==> config.mk <==
export PLATFORM = sky130hd
export DESIGN_NAME = data_offload_sync_gate
export DESIGN_NICKNAME = d
export VERILOG_FILES = /design/src/rtl/data_offload_sync_pkg.sv /design/src/rtl/data_offload_sync_gate_sync_edge_detect.sv /design/src/rtl/data_offload_sync_gate.sv
export SDC_FILE = /design/constraint.sdc
export NUM_CORES = 1
export LEC_CHECK = 0
export CAP_MARGIN = 5
export CORE_AREA = 2 2 121 123
export CTS_CLUSTER_SIZE = 16
export DETAILED_ROUTE_END_ITERATION = 7
export DIE_AREA = 0 0 123 125
export PLACE_DENSITY = 0.78
export SKIP_LAST_GASP = 1
export SLEW_MARGIN = 5
export SYNTH_ARGS = -nofsm -noshare
export SYNTH_HDL_FRONTEND = slang
export SYNTH_SLANG_ARGS = --single-unit
export TNS_END_PERCENT = 10
==> constraint.sdc <==
create_clock -name clk -period 8.8 [get_ports clk]
set_input_delay 1.76 -clock clk [delete_from_list [all_inputs] [get_ports clk]]
set_output_delay 1.76 -clock clk [all_outputs]
set_load 0.01 [all_outputs]
==> src/rtl/data_offload_sync_pkg.sv <==
// Shared types for the data offload sync gate: sync source selection and
// gate FSM state encodings (visible on the fsm_state debug port).
package data_offload_sync_pkg;

    typedef enum logic [1:0] {
        SYNC_AUTO = 2'd0,
        SYNC_HW   = 2'd1,
        SYNC_SW   = 2'd2
    } sync_mode_t;

    typedef enum logic [3:0] {
        IDLE      = 4'd0,
        WAIT_SYNC = 4'd1,
        STREAM    = 4'd2,
        DONE      = 4'd3
    } gate_state_t;

    // The reserved encoding 3 falls back to auto sync.
    function automatic sync_mode_t decode_sync_config(input logic [1:0] cfg);
        case (cfg)
            2'd1:    return SYNC_HW;
            2'd2:    return SYNC_SW;
            default: return SYNC_AUTO;
        endcase
    endfunction

endpackage

==> src/rtl/data_offload_sync_gate_sync_edge_detect.sv <==
// Rising-edge detector for the external sync level; one-cycle pulse when the
// input is high now and was low in the previous cycle.
module sync_edge_detect (
    input  logic clk_i,
    input  logic reset_i,
    input  logic sync_i,
    output logic rise_o
);

    logic sync_q;

    always_ff @(posedge clk_i) begin
        if (reset_i) begin
            sync_q <= 1'b0;
        end else begin
            sync_q <= sync_i;
        end
    end

    assign rise_o = sync_i & ~sync_q;

endmodule

==> src/rtl/data_offload_sync_gate.sv <==
// Gates the offload AXI-Stream until a sync event, then forwards one transfer
// length of beats with a generated TLAST (oneshot or cyclic).
module data_offload_sync_gate
    import data_offload_sync_pkg::*;
#(
    parameter int unsigned DATA_WIDTH   = 128,
    parameter int unsigned LENGTH_WIDTH = 32
) (
    input  logic                    clk,
    input  logic                    reset,
    input  logic                    enable,
    input  logic [1:0]              sync_config,
    input  logic                    sync_sw_trigger,
    input  logic                    sync_ext,
    input  logic                    oneshot_en,
    input  logic                    bypass,
    input  logic [LENGTH_WIDTH-1:0] transfer_length,
    input  logic                    s_axis_valid,
    output logic                    s_axis_ready,
    input  logic [DATA_WIDTH-1:0]   s_axis_data,
    input  logic                    s_axis_last,
    output logic                    m_axis_valid,
    input  logic                    m_axis_ready,
    output logic [DATA_WIDTH-1:0]   m_axis_data,
    output logic                    m_axis_last,
    input  logic                    underflow_clr,
    output logic                    underflow,
    output logic [3:0]              fsm_state
);

    localparam int unsigned BEAT_SHIFT = $clog2(DATA_WIDTH / 8);
    localparam logic [LENGTH_WIDTH-1:0] REM_MASK = LENGTH_WIDTH'((1 << BEAT_SHIFT) - 1);
    localparam logic [LENGTH_WIDTH-1:0] ONE      = LENGTH_WIDTH'(1);

    gate_state_t             state_q, state_d;
    sync_mode_t              mode_q, mode_d;
    logic                    oneshot_q, oneshot_d;
    logic                    len_zero_q, len_zero_d;
    logic [LENGTH_WIDTH-1:0] last_idx_q, last_idx_d;
    logic [LENGTH_WIDTH-1:0] cnt_q, cnt_d;
    logic                    underflow_q, underflow_d;

    logic                    sync_rise;
    logic                    rem_nz;
    logic [LENGTH_WIDTH-1:0] beats_calc;
    logic                    last_beat;
    logic                    fire;
    logic                    uf_set;

    sync_edge_detect u_sync_edge (
        .clk_i   (clk),
        .reset_i (reset),
        .sync_i  (sync_ext),
        .rise_o  (sync_rise)
    );

    // Byte length to beats, rounding a partial final beat up.
    assign rem_nz     = |(transfer_length & REM_MASK);
    assign beats_calc = (transfer_length >> BEAT_SHIFT) + LENGTH_WIDTH'(rem_nz);

    assign last_beat = len_zero_q ? s_axis_last : (cnt_q == last_idx_q);
    assign fire      = (state_q == STREAM) && !bypass && s_axis_valid && m_axis_ready;
    assign uf_set    = (state_q == STREAM) && !bypass && m_axis_ready && !s_axis_valid;

    assign m_axis_data = s_axis_data;
    assign fsm_state   = state_q;
    assign underflow   = underflow_q;

    always_comb begin
        m_axis_valid = 1'b0;
        s_axis_ready = 1'b0;
        m_axis_last  = 1'b0;
        if (bypass) begin
            m_axis_valid = s_axis_valid;
            s_axis_ready = m_axis_ready;
            m_axis_last  = s_axis_last;
        end else if (state_q == STREAM) begin
            m_axis_valid = s_axis_valid;
            s_axis_ready = m_axis_ready;
            m_axis_last  = last_beat;
        end
    end

    always_comb begin
        state_d     = state_q;
        mode_d      = mode_q;
        oneshot_d   = oneshot_q;
        len_zero_d  = len_zero_q;
        last_idx_d  = last_idx_q;
        cnt_d       = cnt_q;
        underflow_d = underflow_clr ? 1'b0 : (underflow_q | uf_set);

        case (state_q)
            IDLE: begin
                if (enable) begin
                    state_d    = WAIT_SYNC;
                    mode_d     = decode_sync_config(sync_config);
                    oneshot_d  = oneshot_en;
                    len_zero_d = (transfer_length == '0);
                    last_idx_d = beats_calc - ONE;
                end
            end
            WAIT_SYNC: begin
                case (mode_q)
                    SYNC_HW: if (sync_rise)       state_d = STREAM;
                    SYNC_SW: if (sync_sw_trigger) state_d = STREAM;
                    default:                      state_d = STREAM;
                endcase
                cnt_d = '0;
            end
            STREAM: begin
                if (fire) begin
                    if (last_beat) begin
                        cnt_d = '0;
                        if (oneshot_q) state_d = DONE;
                    end else begin
                        cnt_d = cnt_q + ONE;
                    end
                end
            end
            DONE: begin
                cnt_d = '0;
            end
            default: state_d = IDLE;
        endcase

        // Disarm and bypass override everything, abandoning any partial transfer.
        if (bypass || !enable) begin
            state_d = IDLE;
            cnt_d   = '0;
        end
    end

    always_ff @(posedge clk) begin
        if (reset) begin
            state_q     <= IDLE;
            mode_q      <= SYNC_AUTO;
            oneshot_q   <= 1'b0;
            len_zero_q  <= 1'b0;
            last_idx_q  <= '0;
            cnt_q       <= '0;
            underflow_q <= 1'b0;
        end else begin
            state_q     <= state_d;
            mode_q      <= mode_d;
            oneshot_q   <= oneshot_d;
            len_zero_q  <= len_zero_d;
            last_idx_q  <= last_idx_d;
            cnt_q       <= cnt_d;
            underflow_q <= underflow_d;
        end
    end

endmodule

# [Word level (Yosys, flattened, before mapping)]
# Index checks and enable logic that the tools add are counted.
[word_totals] regBits=74 input_bits=173 wordCells=67
[op_classes] n_addsub=3 eq_ne=14 n_mux=19 bitwise=4 reduce_logical=19
[op_table] op="2-to-1 mux 32 bit" count=2
[op_table] op="case mux 32 bit (2 select lines)" count=1
[op_table] op="adder 32 x 1 -> 32 bit (second input constant)" count=1
[op_table] op="== test 32 bit" count=1
[op_table] op="logical NOT 32 bit" count=1
[op_table] op="subtractor 29 x 1 -> 30 bit (second input constant)" count=1
[op_table] op="adder 28 x 1 -> 29 bit" count=1
[op_table] op="2-to-1 mux 4 bit" count=6
[op_table] op="case mux 4 bit (4 select lines)" count=1
[op_table] op="== test 4 x 2 -> 1 bit (second input constant)" count=2
[op_table] op="!= test 2 bit (second input constant)" count=4
[op_table] op="case mux 4 bit (2 select lines)" count=1
[op_table] op="2-to-1 mux 1 bit" count=7
[op_table] op="AND reduction 7 bit" count=1
[op_table] op="!= test 3 bit (second input constant)" count=2
[op_table] op="OR reduction 2 bit" count=3
[op_table] op="logical AND 1 bit" count=5
[op_table] op="== test 2 x 1 -> 1 bit (second input constant)" count=2
[op_table] op="== test 2 bit (second input constant)" count=2
[op_table] op="== test 4 x 1 -> 1 bit (second input constant)" count=1
[op_table] op="logical NOT 4 bit" count=1
[op_table] op="case mux 2 bit (2 select lines)" count=1
[op_table] op="AND reduction 2 bit" count=2
[op_table] op="OR reduction 4 bit" count=1
[op_table] op="other kinds (6)" count=9

# [Depth between registers and ports, before layout]
# Gate-level depths: netlist (run 1).
[depth] depth_word=6 depth_mapped=9 depth_no_buf=9

# [Cells and area by module]
# A second synthesis (run 1) with hierarchy kept.
[unflattened] hier_cells=613 hier_area_um2=4918.5
[modules_own_cells] module="data_offload_sync_gate" n_inst=1 cells_per_inst=610 area_each_um2=4870.9 seq_area_each_um2=1381.3
[modules_own_cells] module="sync_edge_detect" n_inst=1 cells_per_inst=3 area_each_um2=47.5 seq_area_each_um2=20.0

# [Worst setup path after synthesis (run 1)]
# No wires, ideal clock.
[synth_path] path_kind="in2out" startpoint="in s_axis_last" endpoint="out m_axis_last" arrival_ns=2.534 slack_ns=4.506 cell_stages=5 path_cell_list="nand2_1 -> a21boi_1 -> buf_2 -> buf_2 -> o31ai_2"
[synth_via] elab_chain_cells=3
[synth_rtl] item="from (decl)" line="data_offload_sync_gate.sv:21" rtl="input logic s_axis_last,"
[synth_rtl] item="2-to-1 mux 1 bit" line="data_offload_sync_gate.sv:61" rtl="assign last_beat = len_zero_q ? s_axis_last : (cnt_q == last_idx_q);"
[synth_rtl] item="2-to-1 mux 1 bit" line="data_offload_sync_gate.sv:77" rtl="end else if (state_q == STREAM) begin"
[synth_rtl] item="2-to-1 mux 1 bit (*)" line="data_offload_sync_gate.sv:73" rtl="if (bypass) begin"
[synth_rtl] item="to (decl)" line="data_offload_sync_gate.sv:25" rtl="output logic m_axis_last,"
# Mark *: on every way between the ends. The rest lies on a longest branch, timed or not.

# [Final worst setup path (run 1)]
# Ends and elaborated chain as after synthesis.

==> run_results.csv, run 1 <==
group,metric,value,unit
outcome,status,"finished, final reports clean",
layout,layout_common_cells,"nor2_1, dfxtp_1, xnor2_1, clkdlybuf4s50_1, nand2_1",
layout,final_core_util,35.33,%
setup_path,required,7.04,ns
min_path,min_from,"mode_q[0]",
timing,setup_viol,0,
clock_tree,clkSinkCount,70,
flow_run,maxCapViolCount,0,
timing,finalCritPeriodShare,56.88,%
route,drtAntennaViolNets,0,
layout,final_common_cell,"nor2_1",
setup_path,critPathCaptureType,"primary output",
global_routing,antenna_found_initial,0,
global_routing,grt.total_usage,15.01,%
route,drt_first_pass_iters,4,
setup_path,worstSetupStartpoint,"s_axis_last",
timing,worst_pin_slew,1.028,ns
power,p_sw,0.0001922,W
power,seq_power_share,41.7,%
placement,portBuffers,50,
layout,final_nets,705,
layout,register_area,1401,µm²
global_routing,grt_pass1_vias,3563,
timing,slew_viol_final,0,
clock_tree,cts-root-buf,"clkbuf_16",
setup_path,cp_num_buf_inv,2,
logic_synthesis,syn_inst,615,
logic_synthesis,async_reset_ff_share,0,%
layout,fillers,1478,
route,viasPerCell,5.273,
power,p_leak,1.639,nW
timing,fmax,0.1998,GHz
clock_tree,clkTransAtPathRegs,0.06,ns
power,power_density,161.2,nW/µm²
layout,area_growth,-0.00005978,%
timing,tns,0,ns
route,drt_iter0_drc,244,
clock_tree,htree_levels,3,
clock_tree,cts_hold_buf,0,
timing,fin_ws,3.794,ns
setup_path,crit_type,"primary input to primary output",
die,floorplan.initialDensity,35.33,%
setup_path,critical_path.max_stage_delay,0.56,ns
die,io_pins,309,
setup_path,worst-path-max-fanout,2,
global_routing,grt_remaining_overflow,0,
global_routing,met1_usage,16.93,%
logic_synthesis,ys.flop_type,"dfxtp_1",
logic_synthesis,synth-edff-count,0,
clock_tree,cts_buffer_depth,2,
layout,drive_above_1_share,6.792,%
global_routing,grt.busiest_layer,"met2",
timing,rsz0062_at_grt,"no",
setup_path,crit_chain,"clkdlybuf4s50_1 -> nand2_1 -> a21boi_1 -> o31ai_2 -> clkdlybuf4s50_1",
global_routing,grt_max_degree,60,
setup_path,crit_path_top_delay_cell,"clkdlybuf4s50_1",
clock_tree,post-cts-setup-buffer-count,0,
clock_tree,clk_latency,0.34,ns
power,vdd_drop_max,0.07265,mV
placement,pre_cts_ws,3.791,ns
clock_tree,post_cts_resized,0,
timing,period_minus_slack,5.006,ns
placement,gp_congestion,0.8825,
setup_path,start_kind,"primary input",
logic_synthesis,netlist_area,5019,µm²
layout,diodes,0,
timing,max_slew_margin,31.49,%
die,fp.dieH,125,µm
logic_synthesis,yosysSeqAreaShare,27.92,%
logic_synthesis,ys_seq_elements,70,
die,die_x,123,µm
route,vias,3765,
power,power.total,0.0008090,W
power,p_int,0.0006169,W
global_routing,grtUsageMet3,5.429,%
route,routed_wl,11.22,mm
global_routing,grt_pass1_wl,18.20,mm
global_routing,met2_usage,23.92,%
layout,multiInputGateArea,2520,µm²
setup_path,arrival,3.25,ns
clock_tree,cts_tree,"built",
die,core,14200,µm²
timing,finalHoldViolations,0,
logic_synthesis,syn_area_per_cell,8.160,µm²
die,row_count,44,
die,dieArea,15380,µm²
power,combPwrFrac,10.4,%
power,swShare,23.75,%
setup_path,critPathTopFamily,"buffers and inverters",
clock_tree,cts_buffers,9,
logic_synthesis,netlist-cell-type-count,56,
setup_path,path_common_cell,"clkdlybuf4s50_1",
timing,clock_skew,0.009252,ns
setup_path,rr_startpoint,"cnt_q[24]",
route,drc,0,
power,clkPwrFrac,47.9,%
route,wl_per_cell,15.72,µm
logic_synthesis,yosysWarnings,0,
placement,hpwl,8.593,mm
min_path,hold_path.class,"register to register",
## cell usage after synthesis (all sizes together) (8+ instances only)
master	n	area share, %
a211oi	27	4.2
a21oi	9	0.90
and3	8	1.0
and4	10	1.7
buf	136	20
clkbuf	19	1.4
dfxtp	70	28
inv	8	0.60
nand2	40	3.0
nand3	16	1.7
nand4	18	2.2
nor2	72	5.4
nor3	13	1.4
nor4	17	3.0
xnor2	51	8.9
xor2	23	4.0
## cells by family (layout without fill, tap and decap cells)
| family | count (synthesis) | in the layout | synth area share [%] |
|---|---|---|---|
| compound gates | 67 | 67 | 9.623 |
| xor+xnor | 74 | 74 | 12.91 |
| fa+ha+maj | 7 | 7 | 1.745 |
| buf+inv | 163 | 77 | 22.04 |
| flops | 70 | 70 | 27.92 |
| mux | 3 | 3 | 0.5984 |
| other cells | 1 | 2 | 0.07472 |
| simple gates | 230 | 230 | 25.08 |
## area by class of cell
| class | instances | area share (%) |
|---|---|---|
| Tap cell | 184 | 4.587 |
| Clock inverter | 7 | 1.770 |
| Timing Repair Buffer | 53 | 10.42 |
| Sequential cell | 70 | 27.92 |
| Inverter | 8 | 0.5984 |
| Multi-Input combinational cell | 383 | 50.21 |
| Clock buffer | 9 | 4.488 |
## metrics by stage
stage / hold WS, ns / cells / area, µm²
finish: 0.4641 / 714 / 5019
global route: 0.4907 / 714 / 5019
CTS: 0.4661 / 714 / 5019
detailed placement: 0.4585 / 698 / 4705
global placement: 0.4499 / 698 / 4705
floorplan: 0.4364 / 616 / 5022
## path summary, 6_finish.rpt
kind | slack [ns] | cells past startpoint | to
worst min-delay path | 0.46 | 2 | mode_q[0]
worst min register to register | 0.46 | 2 | mode_q[0]
worst max-delay path | 3.79 | 5 | m_axis_last
worst max register to register | 5.60 | 7 | cnt_q[18]
## metal layers
metal	up-vias	share of wire [%]
li1	1825	-
met1	1738	40
met2	139	48
met3	63	7.5
met4	0	5.2
met5	-	0
## state kept, by name (all words and copies together) (netlist names)
register	flops
fsm_state	2
u_sync_edge.sync_q	1
last_idx_q	30
mode_q	2
cnt_q	32
oneshot_q	1
len_zero_q	1
underflow	1
## worst min-delay path, stage by stage (launching register included)
cell and delay (ns):
dfxtp_1 0.32, nand2_1 0.05, a21oi_1 0.05
## power groups by stage
| stage | registers, W | logic, W | clock network, W |
|---|---|---|---|
| after detailed placement | 0.000344 | 0.0000843 | 0 |
| after global placement | 0.000344 | 0.0000828 | 0 |
| final | 0.000337 | 0.0000841 | 0.000388 |
| after CTS | 0.000337 | 0.0000848 | 0.000390 |
| after floorplan | 0.000341 | 0.000107 | 0 |
| after global routing | 0.000338 | 0.0000930 | 0.000403 |
Power figures use the tool's default switching activity.
==> inputs of run 2 (changes only) <==
--- a/config.mk
+++ b/config.mk
@@ -6,10 +6,10 @@
 export NUM_CORES = 1
 export LEC_CHECK = 0
 export CAP_MARGIN = 5
-export CORE_AREA = 2 2 121 123
+export CORE_MARGIN = 2
+export CORE_UTILIZATION = 34
 export CTS_CLUSTER_SIZE = 16
 export DETAILED_ROUTE_END_ITERATION = 7
-export DIE_AREA = 0 0 123 125
 export PLACE_DENSITY = 0.78
 export SKIP_LAST_GASP = 1
 export SLEW_MARGIN = 5
==> constraint.sdc (replaced) <==
create_clock -name clk -period 4.2 [get_ports clk]
set_input_delay 0.84 -clock clk [delete_from_list [all_inputs] [get_ports clk]]
set_output_delay 0.84 -clock clk [all_outputs]
set_load 0.01 [all_outputs]
==> run 2 against run 1 <==
Register-to-register slack worse by 4.0 ns. Sequential share of layout area up 0.22 points. Wire length up 0.97%. Total power up 92%. Worst setup slack worse by 3.3 ns. First-iteration DRC count down 7.8%. Clock power up 73%. Critical path depth up 1. Utilization down 0.94 points. Largest power group is now sequential cells.
==> run_results.csv, run 2 (synthesis results as in run 1) <==
group,metric,value,unit
clock_tree,htree_levels,3,
clock_tree,clkSinkCount,70,
setup_path,ff2ff_path_depth,8,
timing,rsz0062_at_grt,"no",
die,io_pins,309,
flow_run,maxCapViolCount,0,
setup_path,worstSetupStartpoint,"cnt_q[24]",
global_routing,grt_remaining_overflow,0,
layout,final_nets,708,
timing,finalCritPeriodShare,87.88,%
clock_tree,cts_buffer_depth,2,
clock_tree,cts_buffers,9,
route,drt_iter0_drc,225,
die,dieArea,15750,µm²
global_routing,grt_pass1_vias,3527,
timing,tns,0,ns
power,seq_power_share,45.4,%
global_routing,grt_pass1_wl,18.24,mm
clock_tree,cts-root-buf,"clkbuf_16",
power,combPwrFrac,11.4,%
global_routing,grt_max_degree,60,
clock_tree,post_cts_resized,0,
route,wl_per_cell,15.85,µm
setup_path,crit_type,"register to primary output",
clock_tree,cts_hold_buf,0,
layout,diodes,0,
outcome,status,"finished, final reports clean",
route,vias,3746,
layout,area_growth,-0.7728,%
power,p_int,0.001184,W
clock_tree,clk_latency,0.34,ns
placement,portBuffers,50,
setup_path,critPathCaptureType,"primary output",
clock_tree,post-cts-setup-buffer-count,0,
timing,fmax,0.2709,GHz
layout,fillers,1490,
power,power.total,0.001556,W
layout,biggestRegsByFlops,"cnt_q: 32 flops, last_idx_q: 30 flops",
global_routing,grt.total_usage,14.46,%
setup_path,r2r_slack,1.60,ns
layout,regMostFlops,"cnt_q",
power,p_leak,1.623,nW
timing,setup_viol,0,
clock_tree,clkTransAtPathRegs,0.05,ns
route,drc,0,
power,p_sw,0.0003720,W
power,swShare,23.90,%
die,fp.dieH,125.5,µm
setup_path,rr_startpoint,"cnt_q[24]",
power,power_density,312.5,nW/µm²
die,core,14480,µm²
power,clkPwrFrac,43.3,%
clock_tree,cts_tree,"built",
layout,final_common_cell,"nor2_1",
die,row_count,44,
timing,slew_viol_final,0,
layout,largest_register_ffs,32,
setup_path,worst-path-max-fanout,9,
power,vdd_drop_max,0.1974,mV
placement,gp_congestion,0.8740,
layout,layout_common_cells,"nor2_1, dfxtp_1, xnor2_1, clkdlybuf4s50_1, nand2_1",
die,floorplan.initialDensity,34.66,%
setup_path,endpoint,"m_axis_last",
global_routing,antenna_found_initial,0,
route,viasPerCell,5.239,
die,die_x,125.5,µm
timing,max_slew_margin,31.08,%
min_path,hold_path.class,"register to register",
timing,worst_pin_slew,1.034,ns
timing,clock_skew,0.007968,ns
route,routed_wl,11.33,mm
route,drt_first_pass_iters,4,
placement,hpwl,8.712,mm
layout,drive_above_1_share,6.403,%
timing,period_minus_slack,3.691,ns
setup_path,r2r_end,"cnt_q[10]",
setup_path,required,3.36,ns
setup_path,arrival,2.85,ns
setup_path,start_kind,"register",
timing,finalHoldViolations,0,
route,drtAntennaViolNets,0,
## run 2: changes by cell type in the layout (fill, tap and decap cells not counted)
cell,delta
clkinv_2,-2
bufinv_16,-2
a21oi_2,-1
a21oi_1,+1
buf_4,+3
clkbuf_8,+1
clkbuf_1,+2
clkinv_4,-1
## run 2: worst min-delay path by stage
stage / from / end / slack (ns) / depth (start not counted)
floorplan: oneshot_q / oneshot_q / 0.44 / 2
global placement: oneshot_q / oneshot_q / 0.45 / 2
detailed placement: oneshot_q / oneshot_q / 0.45 / 2
CTS: oneshot_q / oneshot_q / 0.46 / 2
global route: oneshot_q / oneshot_q / 0.47 / 2
finish: oneshot_q / oneshot_q / 0.46 / 2
## run 2: layout make-up
class	instances	area (µm²)	share of cell area, %
tap	184	230.2	4.623
clock buffer	12	246.5	4.950
sequential	70	1401	28.14
clock inverter	2	10.01	0.2010
inverter	8	30.03	0.6030
timing repair buffer	56	545.5	10.95
multi-input combinational	383	2516	50.53
## run 2: per-layer routing
layer	routed length (µm)	up-vias	part of all wire (%)	GRT usage [%]
li1	-	1834	-	-
met1	4773	1726	42	17.43
met2	5302	147	47	22.61
met3	914	39	8.1	4.921
met4	340	0	3.0	7.974
met5	0	-	0	0
## run 2: power groups by stage
| stage | Clock, W | Sequential [W] | Combinational (W) |
|---|---|---|---|
| 6_report | 0.000673 | 0.000706 | 0.000177 |
| 3_5_place_dp | 0 | 0.000721 | 0.000177 |
| 3_3_place_gp | 0 | 0.000720 | 0.000174 |
| 5_1_grt | 0.000714 | 0.000709 | 0.000195 |
| 4_1_cts | 0.000681 | 0.000707 | 0.000178 |
| 2_1_floorplan | 0 | 0.000715 | 0.000224 |
## run 2: critical path, cell delays in order, from the launching register on
cell and delay [ns]:
dfxtp_1 0.49, xor2_1 0.10, or4_1 0.50, nor4_1 0.46, a21boi_1 0.19, o31ai_2 0.20
clkdlybuf4s50_1 0.56
## run 2: per-stage QoR
| stage | setup WS, ns | util, % | area (µm²) | instances | hold WS, ns |
|---|---|---|---|---|---|
| 3_3_place_gp | 0.6609 | 32.62 | 4723 | 701 | 0.4451 |
| 5_1_grt | 0.4048 | 34.39 | 4980 | 715 | 0.4726 |
| 2_1_floorplan | 1.117 | - | 5022 | 616 | 0.4364 |
| 6_report | 0.5091 | 34.39 | 4980 | 715 | 0.4563 |
| 4_1_cts | 0.4994 | 34.39 | 4980 | 715 | 0.4554 |
| 3_5_place_dp | 0.5763 | 32.62 | 4723 | 701 | 0.4484 |
